==> src/rtl/mux0_uart_if.sv <==
// CPU6 bus-side signals of the MUX 0 serial port.
// The master modport is the CPU or bus glue; the slave modport is the UART.
interface mux0_uart_if;
  logic [18:0] address;
  logic        write_en;
  logic        read_en;
  logic [7:0]  data_in;
  logic [7:0]  data_out;
  logic        select;

  modport master (
    output address, write_en, read_en, data_in,
    input  data_out, select
  );

  modport slave (
    input  address, write_en, read_en, data_in,
    output data_out, select
  );
endinterface

==> src/rtl/mux0_uart.sv <==
// MUX 0 serial port: status register at 0x3F200 and data register at 0x3F201.
// Writes are queued in a small TX FIFO and sent as 8N1 frames; received 8N1 frames land in rx_buf.
module mux0_uart #(
  parameter int unsigned CLKS_PER_BIT = 16,
  parameter int unsigned TX_DEPTH     = 4
) (
  input  logic       clock,
  input  logic       reset,
  mux0_uart_if.slave bus,
  output logic       txd,
  input  logic       rxd
);

  localparam int unsigned PtrW = (TX_DEPTH > 1) ? $clog2(TX_DEPTH) : 1;
  localparam int unsigned CntW = $clog2(TX_DEPTH + 1);
  localparam int unsigned DivW = $clog2(CLKS_PER_BIT);

  localparam logic [18:0]     StatusAddr = 19'h3F200;
  localparam logic [18:0]     DataAddr   = 19'h3F201;
  localparam logic [DivW-1:0] BitLast    = DivW'(CLKS_PER_BIT - 1);
  localparam logic [DivW-1:0] HalfLast   = DivW'(CLKS_PER_BIT / 2 - 1);
  localparam logic [CntW-1:0] FullCount  = CntW'(TX_DEPTH);

  typedef enum logic [1:0] {TxIdle, TxStart, TxData, TxStop} tx_state_e;
  typedef enum logic [1:0] {RxIdle, RxStart, RxData, RxStop} rx_state_e;

  // Bus decode
  logic sel_status, sel_data;
  logic rd_status, rd_data;

  assign sel_status = (bus.address == StatusAddr);
  assign sel_data   = (bus.address == DataAddr);
  assign bus.select = sel_status | sel_data;
  assign rd_status  = bus.read_en & sel_status;
  assign rd_data    = bus.read_en & sel_data;

  // TX FIFO
  logic [7:0]      fifo_q [TX_DEPTH];
  logic [PtrW-1:0] wr_ptr_q, rd_ptr_q;
  logic [CntW-1:0] count_q;
  logic            fifo_empty, txr;
  logic            fifo_push, tx_pop;

  assign fifo_empty = (count_q == '0);
  assign txr        = (count_q != FullCount);
  // A pop in the same cycle frees a slot, so a write to a full FIFO still lands.
  assign fifo_push  = bus.write_en & sel_data & (txr | tx_pop);

  always_ff @(posedge clock) begin
    if (fifo_push) begin
      fifo_q[wr_ptr_q] <= bus.data_in;
    end
  end

  always_ff @(posedge clock or posedge reset) begin
    if (reset) begin
      wr_ptr_q <= '0;
      rd_ptr_q <= '0;
      count_q  <= '0;
    end else begin
      if (fifo_push) wr_ptr_q <= wr_ptr_q + PtrW'(1);
      if (tx_pop)    rd_ptr_q <= rd_ptr_q + PtrW'(1);
      unique case ({fifo_push, tx_pop})
        2'b10:   count_q <= count_q + CntW'(1);
        2'b01:   count_q <= count_q - CntW'(1);
        default: count_q <= count_q;
      endcase
    end
  end

  // Transmitter
  tx_state_e       tx_state_q;
  logic [DivW-1:0] tx_div_q;
  logic [2:0]      tx_bit_q;
  logic [7:0]      tx_sh_q;
  logic            txd_q;
  logic            tx_div_end;

  assign tx_div_end = (tx_div_q == BitLast);
  assign tx_pop     = !fifo_empty &&
                      ((tx_state_q == TxIdle) || (tx_state_q == TxStop && tx_div_end));
  assign txd        = txd_q;

  always_ff @(posedge clock or posedge reset) begin
    if (reset) begin
      tx_state_q <= TxIdle;
      tx_div_q   <= '0;
      tx_bit_q   <= '0;
      tx_sh_q    <= '0;
      txd_q      <= 1'b1;
    end else begin
      unique case (tx_state_q)
        TxIdle: begin
          if (!fifo_empty) begin
            tx_state_q <= TxStart;
            tx_sh_q    <= fifo_q[rd_ptr_q];
            tx_div_q   <= '0;
            txd_q      <= 1'b0;
          end
        end
        TxStart: begin
          if (tx_div_end) begin
            tx_state_q <= TxData;
            tx_div_q   <= '0;
            tx_bit_q   <= '0;
            txd_q      <= tx_sh_q[0];
          end else begin
            tx_div_q <= tx_div_q + DivW'(1);
          end
        end
        TxData: begin
          if (tx_div_end) begin
            tx_div_q <= '0;
            if (tx_bit_q == 3'd7) begin
              tx_state_q <= TxStop;
              txd_q      <= 1'b1;
            end else begin
              tx_bit_q <= tx_bit_q + 3'd1;
              tx_sh_q  <= {1'b0, tx_sh_q[7:1]};
              txd_q    <= tx_sh_q[1];
            end
          end else begin
            tx_div_q <= tx_div_q + DivW'(1);
          end
        end
        TxStop: begin
          if (tx_div_end) begin
            tx_div_q <= '0;
            // Back-to-back frames: no idle gap when more data is queued.
            if (!fifo_empty) begin
              tx_state_q <= TxStart;
              tx_sh_q    <= fifo_q[rd_ptr_q];
              txd_q      <= 1'b0;
            end else begin
              tx_state_q <= TxIdle;
            end
          end else begin
            tx_div_q <= tx_div_q + DivW'(1);
          end
        end
        default: tx_state_q <= TxIdle;
      endcase
    end
  end

  // Receiver
  rx_state_e       rx_state_q;
  logic [DivW-1:0] rx_div_q;
  logic [2:0]      rx_bit_q;
  logic [7:0]      rx_sh_q;
  logic [7:0]      rx_buf_q;
  logic            rx_s1_q, rx_s2_q, rx_prev_q;
  logic            rxf_q, fe_q, ovr_q;
  logic            rx_div_end;

  assign rx_div_end = (rx_div_q == BitLast);

  // Clears come first so a same-cycle set event overrides them.
  always_ff @(posedge clock or posedge reset) begin
    if (reset) begin
      rx_s1_q    <= 1'b1;
      rx_s2_q    <= 1'b1;
      rx_prev_q  <= 1'b1;
      rx_state_q <= RxIdle;
      rx_div_q   <= '0;
      rx_bit_q   <= '0;
      rx_sh_q    <= '0;
      rx_buf_q   <= '0;
      rxf_q      <= 1'b0;
      fe_q       <= 1'b0;
      ovr_q      <= 1'b0;
    end else begin
      rx_s1_q   <= rxd;
      rx_s2_q   <= rx_s1_q;
      rx_prev_q <= rx_s2_q;
      if (rd_data) rxf_q <= 1'b0;
      if (rd_status) begin
        fe_q  <= 1'b0;
        ovr_q <= 1'b0;
      end
      unique case (rx_state_q)
        RxIdle: begin
          if (rx_prev_q && !rx_s2_q) begin
            rx_state_q <= RxStart;
            rx_div_q   <= '0;
          end
        end
        RxStart: begin
          if (rx_div_q == HalfLast) begin
            rx_div_q <= '0;
            if (rx_s2_q) begin
              rx_state_q <= RxIdle;
            end else begin
              rx_state_q <= RxData;
              rx_bit_q   <= '0;
            end
          end else begin
            rx_div_q <= rx_div_q + DivW'(1);
          end
        end
        RxData: begin
          if (rx_div_end) begin
            rx_div_q <= '0;
            rx_sh_q  <= {rx_s2_q, rx_sh_q[7:1]};
            if (rx_bit_q == 3'd7) begin
              rx_state_q <= RxStop;
            end else begin
              rx_bit_q <= rx_bit_q + 3'd1;
            end
          end else begin
            rx_div_q <= rx_div_q + DivW'(1);
          end
        end
        RxStop: begin
          if (rx_div_end) begin
            rx_div_q   <= '0;
            rx_state_q <= RxIdle;
            if (!rxf_q || rd_data) begin
              rx_buf_q <= rx_sh_q;
              rxf_q    <= 1'b1;
            end else begin
              ovr_q <= 1'b1;
            end
            if (!rx_s2_q) fe_q <= 1'b1;
          end else begin
            rx_div_q <= rx_div_q + DivW'(1);
          end
        end
        default: rx_state_q <= RxIdle;
      endcase
    end
  end

  // Read data
  logic       txb;
  logic [7:0] status;

  assign txb    = (tx_state_q != TxIdle) || !fifo_empty;
  assign status = {2'b00, ovr_q, fe_q, txb, 1'b0, txr, rxf_q};

  always_comb begin
    bus.data_out = 8'h00;
    if (sel_status) begin
      bus.data_out = status;
    end else if (sel_data) begin
      bus.data_out = rx_buf_q;
    end
  end

endmodule

==> src/flat_wrapper.sv <==
// flat-port wrapper written by rule: the top's interface ports become plain ports
module mux0_uart_flat 
#(
  parameter int unsigned CLKS_PER_BIT = 16,
  parameter int unsigned TX_DEPTH     = 4
)
  (clock, reset, txd, rxd, bus_address, bus_write_en, bus_read_en, bus_data_in, bus_data_out, bus_select);
  mux0_uart_if bus_i ();
  input  logic clock;
  input  logic reset;
  output logic txd;
  input  logic rxd;
  input wire logic [$bits(bus_i.address)-1:0] bus_address;
  input wire logic [$bits(bus_i.write_en)-1:0] bus_write_en;
  input wire logic [$bits(bus_i.read_en)-1:0] bus_read_en;
  input wire logic [$bits(bus_i.data_in)-1:0] bus_data_in;
  output wire logic [$bits(bus_i.data_out)-1:0] bus_data_out;
  output wire logic [$bits(bus_i.select)-1:0] bus_select;
  assign bus_i.address = bus_address;
  assign bus_i.write_en = bus_write_en;
  assign bus_i.read_en = bus_read_en;
  assign bus_i.data_in = bus_data_in;
  assign bus_data_out = bus_i.data_out;
  assign bus_select = bus_i.select;
  mux0_uart #(.CLKS_PER_BIT(CLKS_PER_BIT), .TX_DEPTH(TX_DEPTH)) u_core (.clock(clock), .reset(reset), .bus(bus_i), .txd(txd), .rxd(rxd));
endmodule
==> config.mk <==
export PLATFORM = sky130hd
export DESIGN_NAME = mux0_uart_flat
export DESIGN_NICKNAME = d
export VERILOG_FILES = /design/src/rtl/mux0_uart_if.sv /design/src/rtl/mux0_uart.sv /design/src/flat_wrapper.sv
export SDC_FILE = /design/constraint.sdc
export NUM_CORES = 1
export LEC_CHECK = 0
export BUFFER_PORTS_ARGS = -buffer_cell sky130_fd_sc_hd__buf_4
export CORE_MARGIN = 2
export CORE_UTILIZATION = 36
export DETAILED_ROUTE_END_ITERATION = 10
export GPL_TIMING_DRIVEN = 0
export PLACE_DENSITY = 0.52
export SYNTH_ARGS = -nofsm -noshare
export SYNTH_HDL_FRONTEND = slang
export SYNTH_SLANG_ARGS = --single-unit
==> constraint.sdc <==
create_clock -name clock -period 3.3 [get_ports clock]
set_clock_uncertainty 0.15 [all_clocks]
set_input_delay 0.33 -clock clock [delete_from_list [all_inputs] [get_ports clock]]
set_output_delay 0.33 -clock clock [all_outputs]
set_load 0.03 [all_outputs]
==> summary.md <==
| Metric | Value |
|---|---|
| Vias in the first global route | 2747 |
| Cell row count | 39 |
| CTS buffer count | 9 |
| Final count of pins violating max slew | 0 |
| Vias/cell | 4.98 |
| Sequential Area | between 2000 and 2500 sq um |
| Worst EP required | 3.41 ns |
| Register area share after synthesis | between 50% and 60% |
| CTS HTree Levels | 3 |
| Synth Register Bits | 88 |
| CTS tree | yes |
| Fill cell count | 1043 |
| Routed via count | 2553 |
| Clock Tree Buf Depth | 2 |
| Worst VDD drop | 388 uV |
| Fin crit period | 2.84 ns |
| Die Footprint | 12400 sq um |
| Initial Util | 36.7% |
| Multi-input gate area | approximately 1700 sq um |
| Slew headroom | 39.7% |
| Antenna cells | 0 |
| Post-route ant nets | 0 |
| Most frequent CP cell | ha_1 |
| Proportion of layout cells with a drive suffix above 1 | a little under 30% |
| Antenna violations before repair | 0 |
| Core Region | roughly 11000 sq um |
| Clk slew on worst S/H paths | around 0.06 ns |
| Syn avg cell area | 13.4 sq um |
| Insertion delay to the later sink of the worst-skew pair | 0.33 ns |
| DRT iter0 DRCs | 96 |
| Chip Width | 111 um |
| Crit path max fanout | 6 |
| Critical Setup Path Class | register to register |
| Fmax | approximately 0.35 GHz |
| Commonest non-fill, non-tap cells in the layout | dfrtp_1, buf_4, mux2_2, edfxtp_1, ha_1 |
| Worst path cell trace | ha_1 -> a41oi_1 -> a31oi_1 -> nand3_1 -> ha_1 -> fa_1 -> xnor2_1 -> nor2_1 -> xor2_1 |
| Net count, final | 418 |
| Final GP Congestion | 0.712 |
| Finished Layout Cells | 513 |
| Distinct cells, synth | 51 |
| Critical Path Source Type | register |
| Final Cycle Share | a little under nine tenths |
| # clock sinks | 88 |
| Area growth syn-to-layout | 20.9% |
| Synth Instances | 310 |
| Most common library cell in the layout ignoring fill and taps | dfrtp_1 |
| Post-synth top flop | dfrtp_1 |
| EDFF count, synth | 32 |
| Crit end category | register |
| Hpwl dp | ~5500 um |
| Fin. Hold Viols | 0 |
| Yosys warning count | 0 |
| Global-route wire length before repair | ~13000 um |
| WL per Instance | 14.8 um |
| Final setup violation count | 0 |
| Final WL | 7590 um |
| Status | completed |
| Slowest stage cell on the critical path | a31oi_1 |
| Final TNS setup | 0 ns |
| Critical Path AT | around 3.0 ns |
| Largest net degree at the start of global routing | 32 |
| 1st-pass router iterations | 4 |
| Leak Pwr | between 2 and 2.5 nW |
| Root buf cell | clkbuf_16 |
| Worst path max stage delay | 0.42 ns |
| MaxCap Viol Count | 0 |
| Overall Global Routing Usage | 13.6% |
| Ys async rst share | 63.6% |
| IO Port Bufs | slightly above 40 |
| Post-synthesis net count | 363 |
| RSZ-0062 raised after global routing | false |
| Die Span Y | 111 um |
| Total grt overflow | 0 |
| Placed Instances | a little under 500 |
| DRC violations left | 0 |
| CTS resizes | 0 |
| Mapped Area | roughly 4200 sq um |
| # IOs | 42 |
| Slew @ Worst Pin | around 0.9 ns |
| Power Density | 746 nW/um^2 |
| Hold crit path type | input pin to register |
==> critical path: cells and delay by family, from the launching register on <==
family                     cells  cell delay (ns)
AOI/OAI and AO/OA              2             0.63
xor gates and xnor gates       2             0.28
DFF                            1             0.39
adders and majority gates      3             0.94
and+or+nand+nor                2             0.35
==> sequential cells by signal, summed over array words and instances, names as in the netlist, 2 cells and up, named ones only <==
register / count
u_core.rx_bit_q: 3
u_core.wr_ptr_q: 2
u_core.rx_sh_q: 8
u_core.fifo_q: 32
u_core.rx_buf_q: 8
u_core.tx_sh_q: 8
u_core.rx_div_q: 4
u_core.tx_state_q: 2
u_core.tx_bit_q: 3
u_core.tx_div_q: 4
u_core.count_q: 3
u_core.rd_ptr_q: 2
==> kinds of logic (layout without fill, tap and decap cells) <==
kind of cell | after synthesis | in the layout | share of synthesized area [%]
and+or+nand+nor | 81 | 81 | 10.9
AOI/OAI and AO/OA | 46 | 46 | 7.53
buffers and inverters | 20 | 80 | 1.84
muxes | 47 | 47 | 14.7
adders and majority gates | 21 | 21 | 6.51
xor gates and xnor gates | 7 | 7 | 1.48
DFF | 88 | 88 | 57.0
==> per-stage QoR <==
step                      worst slack (ns)  hold WS [ns]  cell area [sq um]  total power, mW  utilization (%)
after CTS                            0.495        0.0321               5020             3.80             44.3
after detailed placement             0.353         0.202               4660             2.64             41.1
after global placement               0.338         0.197               4640             2.60             41.0
after floorplan                      0.691         0.184               4150             2.36                -
final                                0.460        0.0451               5020             3.74             44.3
after global routing                 0.197        0.0296               5020             4.00             44.3
==> path summary, 6_finish.rpt <==
| check | from | to | slack, ns | cells after the start |
|---|---|---|---|---|
| hold reg to reg | u_core.rx_s1_q | u_core.rx_s2_q | 0.21 | 0 |
| setup / recovery | u_core.tx_div_q[0] | u_core.count_q[2] | 0.46 | 9 |
| setup reg to reg | u_core.tx_div_q[0] | u_core.count_q[2] | 0.46 | 9 |
| min in group asynchronous | reset | asynchronous set/reset pin | 0.46 | 3 |
| hold / removal | bus_data_in[5] | u_core.fifo_q[0][5] | 0.05 | 1 |
| max in group asynchronous | reset | u_core.txd | 1.90 | 4 |
==> Yosys cell counts (2+ instances only) <==
| library cell | n | area share, % |
|---|---|---|
| mux4_2 | 8 | 4.3 |
| edfxtp_1 | 32 | 23 |
| and2_1 | 3 | 0.45 |
| xor2_1 | 3 | 0.63 |
| mux2_2 | 33 | 9.0 |
| nor3_1 | 6 | 0.72 |
| nand2b_1 | 3 | 0.45 |
| clkbuf_1 | 6 | 0.54 |
| nor2b_1 | 5 | 0.75 |
| dfrtp_1 | 52 | 31 |
| nand4_1 | 4 | 0.60 |
| inv_1 | 11 | 0.99 |
| a31oi_1 | 3 | 0.45 |
| o21ai_0 | 17 | 2.0 |
| a22o_1 | 7 | 1.5 |
| a21oi_1 | 4 | 0.48 |
| and3_1 | 9 | 1.4 |
| nor2_1 | 14 | 1.3 |
| mux2i_1 | 6 | 1.4 |
| dfstp_2 | 4 | 2.5 |
| ha_1 | 20 | 6.0 |
| nand3_1 | 7 | 0.84 |
| o31ai_1 | 2 | 0.36 |
| nand2_1 | 19 | 1.7 |
| a21o_1 | 3 | 0.54 |
| xnor2_1 | 4 | 0.84 |
==> final cells by class <==
cell class / instances / share of cell area, %
multi-input combinational: 202 / 34.0
clock buffer: 12 / 5.33
clock inverter: 4 / 1.47
tap: 143 / 3.56
sequential: 88 / 47.2
buffer: 8 / 0.623
inverter: 12 / 0.897
timing repair buffer: 44 / 6.93
==> report_power, final <==
part / internal [mW] / switching [mW] / leakage (nW)
Clock: 0.730 / 0.405 / 0.164
Combinational: 0.598 / 0.588 / 0.984
Sequential: 1.30 / 0.126 / 1.01
Total: 2.63 / 1.12 / 2.16
==> repair_timing <==
action / 4_1_cts / 5_1_grt
hold buffers: 2 / 0
endpoints found under the hold margin: 25 / 0
setup buffers: 0 / 0
==> metal layers <==
layer	wire length (um)	up-vias	GRT usage [%]
met5	0	-	0
met4	112	0	4.44
met3	193	10	3.97
met2	3920	25	23.9
met1	3360	1256	16.1
li1	-	1262	-
Power figures use the tool's default switching activity.
